--- src/rtl/stopwatch_pkg.sv ---
// Shared definitions for the countdown timer.
// Holds the FSM state codes, the field limits and the clamped tick divisor helper.
// Build option DEBOUNCE_EN (see btn_cond) uses DB_MS.
package stopwatch_pkg;

  typedef logic [1:0] state_t;

  localparam state_t ST_SET   = 2'd0;
  localparam state_t ST_RUN   = 2'd1;
  localparam state_t ST_PAUSE = 2'd2;
  localparam state_t ST_ALARM = 2'd3;

  localparam logic [6:0] CS_MAX = 7'd99;
  localparam logic [6:0] S_MAX  = 7'd59;
  localparam logic [6:0] M_MAX  = 7'd99;

  localparam int unsigned DB_MS = 10;

  // (clk_hz / tick_hz) >> quick, never below 1 so the divider always wraps.
  function automatic logic [31:0] tick_div(input int unsigned clk_hz,
                                           input int unsigned tick_hz,
                                           input logic [3:0]  quick);
    logic [31:0] d;
    d = 32'(clk_hz / tick_hz) >> quick;
    return (d == 32'd0) ? 32'd1 : d;
  endfunction

endpackage

--- src/rtl/countdown_timer_if.sv ---
// User-facing signal bundle of the countdown timer.
//   quick      : tick divisor shift (speed-up)
//   start_stop, btn_min, btn_sec, clr : raw buttons, active-high
//   value_m/s/cs : registered minutes / seconds / centiseconds
//   running, alarm : registered state flags
// master drives the buttons (board / bench), slave is the timer.
interface countdown_timer_if;
  logic [3:0] quick;
  logic       start_stop;
  logic       btn_min;
  logic       btn_sec;
  logic       clr;
  logic [6:0] value_m;
  logic [6:0] value_s;
  logic [6:0] value_cs;
  logic       running;
  logic       alarm;

  modport master (output quick, start_stop, btn_min, btn_sec, clr,
                  input  value_m, value_s, value_cs, running, alarm);
  modport slave  (input  quick, start_stop, btn_min, btn_sec, clr,
                  output value_m, value_s, value_cs, running, alarm);
endinterface

--- src/rtl/btn_cond.sv ---
// Button conditioner: 2-FF synchronizer, optional debouncer, rising-edge pulse.
//   clk, rst  : clock, async active-low reset
//   btn_i     : raw button level
//   pulse_o   : one-cycle pulse per press (combinational from registered state)
// With DEBOUNCE_EN defined the synchronized level must differ from the
// conditioned level for DB_CYCLES consecutive cycles before it is accepted.
module btn_cond
`ifdef DEBOUNCE_EN
#(
  parameter int unsigned DB_CYCLES = 10
)
`endif
(
  input  logic clk,
  input  logic rst,
  input  logic btn_i,
  output logic pulse_o
);
  logic s1_q, s2_q, prev_q, lvl;

  always_ff @(posedge clk or negedge rst) begin
    if (!rst) begin
      s1_q <= 1'b0;
      s2_q <= 1'b0;
    end else begin
      s1_q <= btn_i;
      s2_q <= s1_q;
    end
  end

`ifdef DEBOUNCE_EN
  localparam int unsigned CW = $clog2(DB_CYCLES + 1);
  logic [CW-1:0] db_cnt_q;
  logic          db_lvl_q;

  // Any bounce back to the accepted level restarts the window.
  always_ff @(posedge clk or negedge rst) begin
    if (!rst) begin
      db_cnt_q <= '0;
      db_lvl_q <= 1'b0;
    end else if (s2_q == db_lvl_q) begin
      db_cnt_q <= '0;
    end else if (db_cnt_q == CW'(DB_CYCLES - 1)) begin
      db_lvl_q <= s2_q;
      db_cnt_q <= '0;
    end else begin
      db_cnt_q <= db_cnt_q + 1'b1;
    end
  end
  assign lvl = db_lvl_q;
`else
  assign lvl = s2_q;
`endif

  always_ff @(posedge clk or negedge rst) begin
    if (!rst) prev_q <= 1'b0;
    else      prev_q <= lvl;
  end

  assign pulse_o = lvl & ~prev_q;
endmodule

--- src/rtl/countdown_timer.sv ---
// Countdown timer: preset mm:ss with buttons, count down in centiseconds,
// pause/resume, alarm at 00:00.00 with auto-return to SET.
//   clk, rst : clock, async active-low reset
//   bus      : countdown_timer_if.slave (buttons, quick, values, flags)
// Build option DEBOUNCE_EN adds a 10 ms debouncer to every button.
module countdown_timer
  import stopwatch_pkg::*;
#(
  parameter int unsigned CLK_HZ      = 50_000_000,
  parameter int unsigned TICK_HZ     = 100,
  parameter int unsigned ALARM_TICKS = 300
) (
  input  logic             clk,
  input  logic             rst,
  countdown_timer_if.slave bus
);
  localparam logic [31:0] BASE_DIV   = 32'(CLK_HZ / TICK_HZ);
  localparam logic [31:0] ALARM_LAST = 32'(ALARM_TICKS - 1);

  logic [3:0] raw, pls;
  logic       ss_p, min_p, sec_p, clr_p;

  assign raw = {bus.clr, bus.btn_sec, bus.btn_min, bus.start_stop};
  assign {clr_p, sec_p, min_p, ss_p} = pls;

`ifdef DEBOUNCE_EN
  btn_cond #(.DB_CYCLES(CLK_HZ / 1000 * DB_MS)) u_btn [3:0] (
    .clk(clk), .rst(rst), .btn_i(raw), .pulse_o(pls));
`else
  btn_cond u_btn [3:0] (.clk(clk), .rst(rst), .btn_i(raw), .pulse_o(pls));
`endif

  state_t      state_q, state_d;
  logic [6:0]  m_q, m_d, s_q, s_d, cs_q, cs_d, pm_q, pm_d, ps_q, ps_d;
  logic [31:0] cnt_q, cnt_d, div_q, div_d, adiv_q, adiv_d, acnt_q, acnt_d;
  logic        running_q, alarm_q, tick, atick, stay_alarm;

  // div_q is only reloaded at a wrap while counting, so quick changes
  // mid-period take effect on the following period.
  assign tick       = (state_q == ST_RUN) && (cnt_q >= div_q - 32'd1);
  // Alarm duration uses the undivided rate, independent of quick.
  assign atick      = (state_q == ST_ALARM) && (adiv_q >= BASE_DIV - 32'd1);
  assign stay_alarm = (state_q == ST_ALARM) && (state_d == ST_ALARM);

  always_comb begin
    state_d = state_q;
    m_d     = m_q;
    s_d     = s_q;
    cs_d    = cs_q;
    pm_d    = pm_q;
    ps_d    = ps_q;
    case (state_q)
      ST_SET: begin
        if (min_p) m_d = (m_q == M_MAX) ? '0 : m_q + 7'd1;
        if (sec_p) s_d = (s_q == S_MAX) ? '0 : s_q + 7'd1;
        cs_d = '0;
        pm_d = m_d;
        ps_d = s_d;
        if (ss_p && (m_q != '0 || s_q != '0)) state_d = ST_RUN;
      end
      ST_RUN: begin
        // start_stop wins over a coincident tick: no decrement.
        if (ss_p) state_d = ST_PAUSE;
        else if (tick) begin
          if (m_q == '0 && s_q == '0 && cs_q == 7'd1) begin
            cs_d    = '0;
            state_d = ST_ALARM;
          end else if (cs_q != '0) begin
            cs_d = cs_q - 7'd1;
          end else begin
            cs_d = CS_MAX;
            if (s_q != '0) s_d = s_q - 7'd1;
            else begin
              s_d = S_MAX;
              m_d = m_q - 7'd1;
            end
          end
        end
      end
      ST_PAUSE: if (ss_p) state_d = ST_RUN;
      default: begin
        if (ss_p || (atick && acnt_q == ALARM_LAST)) begin
          state_d = ST_SET;
          m_d     = pm_q;
          s_d     = ps_q;
          cs_d    = '0;
        end
      end
    endcase
    if (clr_p) begin
      state_d = ST_SET;
      m_d     = '0;
      s_d     = '0;
      cs_d    = '0;
      pm_d    = '0;
      ps_d    = '0;
    end
  end

  always_comb begin
    div_d = div_q;
    if ((state_q != ST_RUN && state_q != ST_PAUSE) || tick)
      div_d = tick_div(CLK_HZ, TICK_HZ, bus.quick);
    // Divider advances only while in RUN, holds across PAUSE, zero elsewhere.
    cnt_d = '0;
    if (state_d == ST_RUN || state_d == ST_PAUSE)
      cnt_d = (state_q == ST_RUN) ? (tick ? 32'd0 : cnt_q + 32'd1) : cnt_q;
    adiv_d = stay_alarm ? (atick ? 32'd0 : adiv_q + 32'd1) : 32'd0;
    acnt_d = stay_alarm ? (atick ? acnt_q + 32'd1 : acnt_q) : 32'd0;
  end

  always_ff @(posedge clk or negedge rst) begin
    if (!rst) begin
      state_q   <= ST_SET;
      m_q       <= '0;
      s_q       <= '0;
      cs_q      <= '0;
      pm_q      <= '0;
      ps_q      <= '0;
      cnt_q     <= '0;
      div_q     <= 32'd1;
      adiv_q    <= '0;
      acnt_q    <= '0;
      running_q <= 1'b0;
      alarm_q   <= 1'b0;
    end else begin
      state_q   <= state_d;
      m_q       <= m_d;
      s_q       <= s_d;
      cs_q      <= cs_d;
      pm_q      <= pm_d;
      ps_q      <= ps_d;
      cnt_q     <= cnt_d;
      div_q     <= div_d;
      adiv_q    <= adiv_d;
      acnt_q    <= acnt_d;
      running_q <= (state_d == ST_RUN);
      alarm_q   <= (state_d == ST_ALARM);
    end
  end

  assign bus.value_m  = m_q;
  assign bus.value_s  = s_q;
  assign bus.value_cs = cs_q;
  assign bus.running  = running_q;
  assign bus.alarm    = alarm_q;
endmodule

--- src/flat_wrapper.sv ---
// flat-port wrapper written by rule: the top's interface ports become plain ports
module countdown_timer_flat import stopwatch_pkg::*;
#(
  parameter int unsigned CLK_HZ      = 50_000_000,
  parameter int unsigned TICK_HZ     = 100,
  parameter int unsigned ALARM_TICKS = 300
)
  (clk, rst, bus_quick, bus_start_stop, bus_btn_min, bus_btn_sec, bus_clr, bus_value_m, bus_value_s, bus_value_cs, bus_running, bus_alarm);
  countdown_timer_if bus_i ();
  input  logic clk;
  input  logic rst;
  input wire logic [$bits(bus_i.quick)-1:0] bus_quick;
  input wire logic [$bits(bus_i.start_stop)-1:0] bus_start_stop;
  input wire logic [$bits(bus_i.btn_min)-1:0] bus_btn_min;
  input wire logic [$bits(bus_i.btn_sec)-1:0] bus_btn_sec;
  input wire logic [$bits(bus_i.clr)-1:0] bus_clr;
  output wire logic [$bits(bus_i.value_m)-1:0] bus_value_m;
  output wire logic [$bits(bus_i.value_s)-1:0] bus_value_s;
  output wire logic [$bits(bus_i.value_cs)-1:0] bus_value_cs;
  output wire logic [$bits(bus_i.running)-1:0] bus_running;
  output wire logic [$bits(bus_i.alarm)-1:0] bus_alarm;
  assign bus_i.quick = bus_quick;
  assign bus_i.start_stop = bus_start_stop;
  assign bus_i.btn_min = bus_btn_min;
  assign bus_i.btn_sec = bus_btn_sec;
  assign bus_i.clr = bus_clr;
  assign bus_value_m = bus_i.value_m;
  assign bus_value_s = bus_i.value_s;
  assign bus_value_cs = bus_i.value_cs;
  assign bus_running = bus_i.running;
  assign bus_alarm = bus_i.alarm;
  countdown_timer #(.CLK_HZ(CLK_HZ), .TICK_HZ(TICK_HZ), .ALARM_TICKS(ALARM_TICKS)) u_core (.clk(clk), .rst(rst), .bus(bus_i));
endmodule
--- config.mk ---
export PLATFORM = sky130hd
export DESIGN_NAME = countdown_timer_flat
export DESIGN_NICKNAME = d
export VERILOG_FILES = /design/src/rtl/stopwatch_pkg.sv /design/src/rtl/countdown_timer_if.sv /design/src/rtl/btn_cond.sv /design/src/rtl/countdown_timer.sv /design/src/flat_wrapper.sv
export SDC_FILE = /design/constraint.sdc
export NUM_CORES = 1
export LEC_CHECK = 0
export CELL_PAD_IN_SITES_DETAIL_PLACEMENT = 0
export CELL_PAD_IN_SITES_GLOBAL_PLACEMENT = 1
export CORE_MARGIN = 10
export CORE_UTILIZATION = 30
export CTS_BUF_LIST = sky130_fd_sc_hd__clkbuf_2 sky130_fd_sc_hd__clkbuf_4 sky130_fd_sc_hd__clkbuf_8
export CTS_CLUSTER_SIZE = 28
export DETAILED_ROUTE_END_ITERATION = 8
export PLACE_DENSITY_LB_ADDON = 0.1
export SLEW_MARGIN = 15
export SYNTH_ARGS = -nofsm -noshare
export SYNTH_HDL_FRONTEND = slang
export SYNTH_SLANG_ARGS = --single-unit
--- constraint.sdc ---
create_clock -name clk -period 11.8 [get_ports clk]
set_input_delay 1.77 -clock clk [delete_from_list [all_inputs] [get_ports clk]]
set_output_delay 1.77 -clock clk [all_outputs]
set_load 0.005 [all_outputs]
### Word-level counts from Yosys, hierarchy flattened

Cells that the tools add are included.

| operators by class | value |
|---|---|
| add/sub/neg operators | 9 |
| magnitude comparators | 2 |
| eq/ne operators | 20 |
| shift-type cells | 1 |
| muxes and demuxes | 47 |
| bitwise logic cells | 8 |
| reduce and logical (&&, ||, !) cells | 24 |

Operators with widths:

| kind | count |
|---|---|
| $mux W32 | 8 |
| $mux W7 | 28 |
| $add A32 B1 Y32 const B | 3 |
| $pmux W7 S3 | 3 |
| $eq A32 B9 Y1 const B | 1 |
| $ge A32 B19 Y1 const B | 1 |
| $ge A32 B32 Y1 | 1 |
| $logic_not A32 Y1 | 1 |
| $shr A19 B4 Y32 const A | 1 |
| $sub A32 B1 Y32 const B | 1 |
| $reduce_bool A7 Y1 | 3 |
| $sub A7 B1 Y7 const B | 3 |
| $add A7 B1 Y7 const B | 2 |
| $logic_not A7 Y1 | 2 |
| $mux W2 | 7 |
| $ne A3 B2 Y1 const B | 3 |
| $eq A2 B2 Y1 const B | 4 |
| $logic_and A1 B1 Y1 | 8 |
| $ne A2 B1 Y1 const B | 4 |
| $eq A7 B1 Y1 const B | 1 |
| $eq A7 B6 Y1 const B | 1 |
| $eq A7 B7 Y1 const B | 1 |
| $reduce_and A7 Y1 | 1 |
| $pmux W2 S3 | 1 |
| other kinds (12) | 22 |

| storage, ports and cells | value |
|---|---|
| register bits after elaboration | 179 |
| bits of input ports | 10 |
| output and inout port bits | 23 |
| logic and storage cells | 135 |

### Logic depth before layout (Yosys ltp)

| logic depth | value |
|---|---|
| word-level depth | 11 |
| mapped depth | 24 |
| depth with buffers taken out | 20 |

### Cells and area by module

Synthesis repeated with hierarchy kept, for this count alone.

| unflattened totals | value |
|---|---|
| cell total of the unflattened synthesis | 1095 |
| area, all modules | 9998.3 um^2 |

By module, submodules not included:

| module | instances | cells each | area each (um^2) | sequential area each (um^2) |
|---|---|---|---|---|
| countdown_timer | 1 | 1079 | 9643.0 | 3854.9 |
| btn_cond | 4 | 4 | 88.8 | 75.1 |

### Least setup slack after synthesis

No wires, ideal clock.

| timing path | value |
|---|---|
| path kind | register to register |
| start point | register u_core.div_q[7] |
| end point | register u_core.cnt_q[8] |
| setup time | 0.069 ns |
| arrival | 5.652 ns |
| data required time | 11.731 ns |
| path slack | 6.079 ns |
| stages on the path, launching flop included | 23 |
| buffers on the path | 6 |
| period minus slack after synthesis | 5.721 ns |
| cells stage by stage | dfrtp_1 > or4_4 > or3_4 > or3_4 > or3_1 > buf_2 > or3_1 > ha_1 > nand4_1 > nor3_1 > and3_1 > clkbuf_1 > a21o_1 > clkbuf_1 > nand2_1 > a311o_1 > ha_1 > clkbuf_1 > inv_1 > clkbuf_1 > clkbuf_1 > o2111ai_1 > nand3_1 |

| between the ends | value |
|---|---|
| word-level cells in the longest chain between the ends | 10 |
| elaborated cells on any way between the ends | 14 |
| classes of those cells | add/sub (1); order compare (1); eq/ne (3); mux (7); reduce/logical (2) |

Ends and longest elaborated chain:

| what | line | text |
|---|---|---|
| from (decl) | countdown_timer.sv:35 | `logic [31:0] cnt_q, cnt_d, div_q, div_d, adiv_q, adiv_d, acnt_q, acnt_d;` |
| from (signal assigned) | countdown_timer.sv:134 | `div_q <= div_d;` |
| $sub A32 B1 Y32 (*) | countdown_timer.sv:40 | `assign tick = (state_q == ST_RUN) && (cnt_q >= div_q - 32'd1);` |
| $ge A32 B32 Y1 (*) | countdown_timer.sv:40 |  |
| $logic_and A1 B1 Y1 (*) | countdown_timer.sv:40 |  |
| $mux W2 | countdown_timer.sv:64 | `else if (tick) begin` |
| $mux W2 | countdown_timer.sv:63 | `if (ss_p) state_d = ST_PAUSE;` |
| $pmux W2 S3 | countdown_timer.sv:52 | `case (state_q)` |
| $mux W2 | countdown_timer.sv:90 | `if (clr_p) begin` |
| $eq A2 B1 Y1 or $eq A2 B2 Y1 (tied branches) | countdown_timer.sv:106 | `if (state_d == ST_RUN \|\| state_d == ST_PAUSE)` |
| $logic_or A1 B1 Y1 | countdown_timer.sv:106 |  |
| $ne A2 B1 Y1 (no source line) or $mux W32 (tied branches) | -- |  |
| to (signal assigned) | countdown_timer.sv:133 | `cnt_q <= cnt_d;` |
| to (decl) | countdown_timer.sv:35 |  |

Mark *: on every way between the ends. The rest lies on a longest branch, timed or not. The select of a mux whose other input is x is not followed.
A chain may end at the register's enable or synchronous reset.

### Worst setup path after layout

| timing path | value |
|---|---|
| start point | register u_core.div_q[7] |
| end point | register u_core.cnt_q[16] |

The elaborated chain is that of the path after synthesis.

==> results.txt <==
Post-Synthesis Cell Area -> 10100 um2
fin. max-slew vios -> 0
R2R Path End -> u_core.cnt_q[16]
sequential fraction of the synthesis area -> 41.0%
first-pass GRT wire length -> 47.2 mm
cts hold-fix bufs -> 0
FF+latch count, synth -> 166
share of cells above drive strength 1 -> 8.15%
Final Setup Violations -> 0
CTS tree -> built
Startpoint Class -> register
hold endpoint -> u_core.u_btn[1].lvl
Die Wd -> 204 um
min-delay worst type -> register to register
# diodes -> 0
clk_skew -> 14.3 ps
post-CTS setup buffers -> 0
Root Buffer -> clkbuf_8
CP arrival -> 7250 ps
kind of critical path -> register to register
Yosys warning count -> 0
initial antenna violation count -> 0
largest fanout on the critical path -> 27
CTS Sinks -> 166
Starting Density -> 30.3%
DRT Wirelength -> 28.5 mm
Cells on Worst Hold Path -> 0
Peak Freq -> 146 MHz
post-placement cell count -> 1569
H-tree lvl count -> 4
full die area -> 41500 um2
vias in the first global route -> 8384
outcome -> completed
core area -> 33400 um2
final instance area -> 11300 um2
Placement Setup Slack -> 4990 ps
predominant post-synthesis flop cell -> dfrtp_1
Distinct cells, synth -> 69
Post-synth EDFFs -> 0
overall power -> 1.70 mW
routed via count -> 8397
IO Count -> 33
final hold vios -> 0
Syn Inst Count -> 1128
clk_lat worst skew -> 480 ps
row cnt -> 67
Slew HR -> 29.7%
Setup TNS -> 0 ps
post-CTS sizing -> 0
synth-to-layout area growth -> 11.8%
worst r2r src -> u_core.div_q[7]
R2R depth -> 19
Final min period -> 6850 ps
Congestion Overflow GR -> 0
Area after DPL -> 10900 um2
final worst setup slack -> 4950 ps
CP Data Required Time -> 12200 ps
Avg WL per Cell -> 17.8 um
fin nets -> 1199
R2R Setup Slk -> 4950 ps
clock-pin slew on the worst setup and hold paths -> 100 ps
MaxCap Viol Count -> 0
Post-synth ARST share -> 100%
Pleak -> 4.56 nW
largest net degree at the start of global routing -> 63
# port buffers -> 32
Worst-Margin Slew -> 1050 ps
# DRC -> 0
PwrDens -> 151 nW/um2
Die Y -> 204 um
RSZ-0062 raised after global routing -> false
Finished Layout Cells -> 1601
Max rail drop VDD -> 72.7 uV
HPWL after detailed placement -> 19.5 mm
vias per cell -> 5.24
Hold Startpoint -> u_core.u_btn[1].s1_q
CTS max path bufs -> 2
routability cong. -> 0.778
Crit. End Element -> register
Routed Antenna Nets -> 0
DRT Pass-1 Iters -> 7
CTS Buf Count -> 17
Tot GR Track Use -> 14.1%
Syn Area/Cell -> 8.98 um2
Starting DRT DRC Count -> 630
Final period util -> 58.0%
==> through the flow <==
stage | hold slack (ps) | utilization, %
2_1_floorplan | 331 | -
3_3_place_gp | 336 | 32.6
3_5_place_dp | 338 | 32.6
4_1_cts | 363 | 33.8
5_1_grt | 366 | 33.8
6_report | 358 | 33.8
==> logic make-up (layout without fill, tap and decap cells) <==
logic type / after synthesis / after routing / share of synthesized area, %
simple gates: 510 / 510 / 26.0
xor+xnor: 78 / 78 / 6.74
other cells: 1 / 13 / 0.0370
buf+inv: 88 / 101 / 3.32
flops: 166 / 166 / 41.0
compound gates: 209 / 209 / 13.9
mux: 27 / 27 / 2.90
fa+ha+maj: 49 / 49 / 6.05
==> layer usage <==
| layer | global-route usage, % | up-vias | wire (um) |
|---|---|---|---|
| met4 | 3.09 | 0 | 196 |
| met3 | 2.57 | 10 | 828 |
| met1 | 19.8 | 4171 | 14700 |
| li1 | - | 4116 | - |
| met2 | 21.8 | 100 | 12800 |
| met5 | 0 | - | 0 |
==> cell usage in the layout (no fill, tap or decap), types with 9 or more instances in the layout <==
cell	Yosys	routed
dfrtp_1	165	165
mux2_2	19	19
inv_1	24	24
xor2_1	28	28
buf_4	0	13
nand2_1	98	98
and4_1	15	15
o21ai_0	55	55
nand4_1	25	25
nor2_1	128	127
clkdlybuf4s50_1	0	31
nor2b_1	11	10
a211oi_1	16	15
xnor2_1	50	50
ha_1	49	49
a221o_1	11	11
nor3_1	51	51
clkbuf_8	0	17
a21oi_1	49	49
and3_1	24	24
or3_1	22	22
conb_1	1	13
nor4_1	16	16
a31oi_1	9	9
nand3_1	56	56
==> registers in the layout, indices dropped and copies added, names as in the netlist, 7 cells and up <==
signal	count
u_core.div_q	19
u_core.adiv_q	32
u_core.cnt_q	32
u_core.acnt_q	32
u_core.bus.value_cs	7
u_core.bus.value_m	7
u_core.pm_q	7
u_core.ps_q	7
u_core.bus.value_s	7
==> cell usage after synthesis (16+ instances only) <==
library cell | count | area [um2]
nor3_1 | 51 | 255
xor2_1 | 28 | 245
nand3_1 | 56 | 280
nand2_1 | 98 | 368
inv_1 | 24 | 90.1
nand4_1 | 25 | 156
a211oi_1 | 16 | 120
nor4_1 | 16 | 100
or3_1 | 22 | 138
clkbuf_1 | 55 | 206
nor2_1 | 128 | 480
mux2_2 | 19 | 214
ha_1 | 49 | 613
dfrtp_1 | 165 | 4130
a21oi_1 | 49 | 245
and3_1 | 24 | 150
xnor2_1 | 50 | 438
o21ai_0 | 55 | 275
==> power by group <==
group	leakage [nW]	switching (mW)	total, mW	internal (mW)
clock	0.193	0.244	0.436	0.192
sequential	2.20	0.103	0.735	0.633
combinational	2.16	0.293	0.533	0.240
==> area by class of cell <==
cell class                 instances  area, um2
tap                              448        561
inverter                          24       90.1
multi-input combinational        886       5690
timing repair buffer              45        419
sequential                       166       4160
clock buffer                      17        234
fill                            3479      22100
clock inverter                    15        169
==> critical path, stage by stage, from the launching register on <==
cell and delay, ps:
dfrtp_1 440, or4_4 550, or3_4 350, or3_4 350, or3_1 500, or3_1 390
ha_1 320, nand4_1 120, nor3_1 280, o221ai_1 250, nand2_1 520, a21o_1 490
nand2_1 130, a311o_1 380, ha_1 270, buf_4 220, a2111oi_2 610, buf_4 300
nand4_1 120, mux2i_1 150
==> worst max-delay path by stage <==
stage | start | end | slack (ps) | cells past startpoint
2_1_floorplan | u_core.div_q[7] | u_core.cnt_q[8] | 6080 | 22
3_3_place_gp | u_core.div_q[7] | u_core.cnt_q[2] | 5090 | 18
3_5_place_dp | u_core.div_q[7] | u_core.cnt_q[2] | 4990 | 19
4_1_cts | u_core.div_q[7] | u_core.cnt_q[2] | 4980 | 19
5_1_grt | u_core.div_q[7] | u_core.cnt_q[13] | 4540 | 18
6_report | u_core.div_q[7] | u_core.cnt_q[16] | 4950 | 19
(Power assumes the default switching activity.)
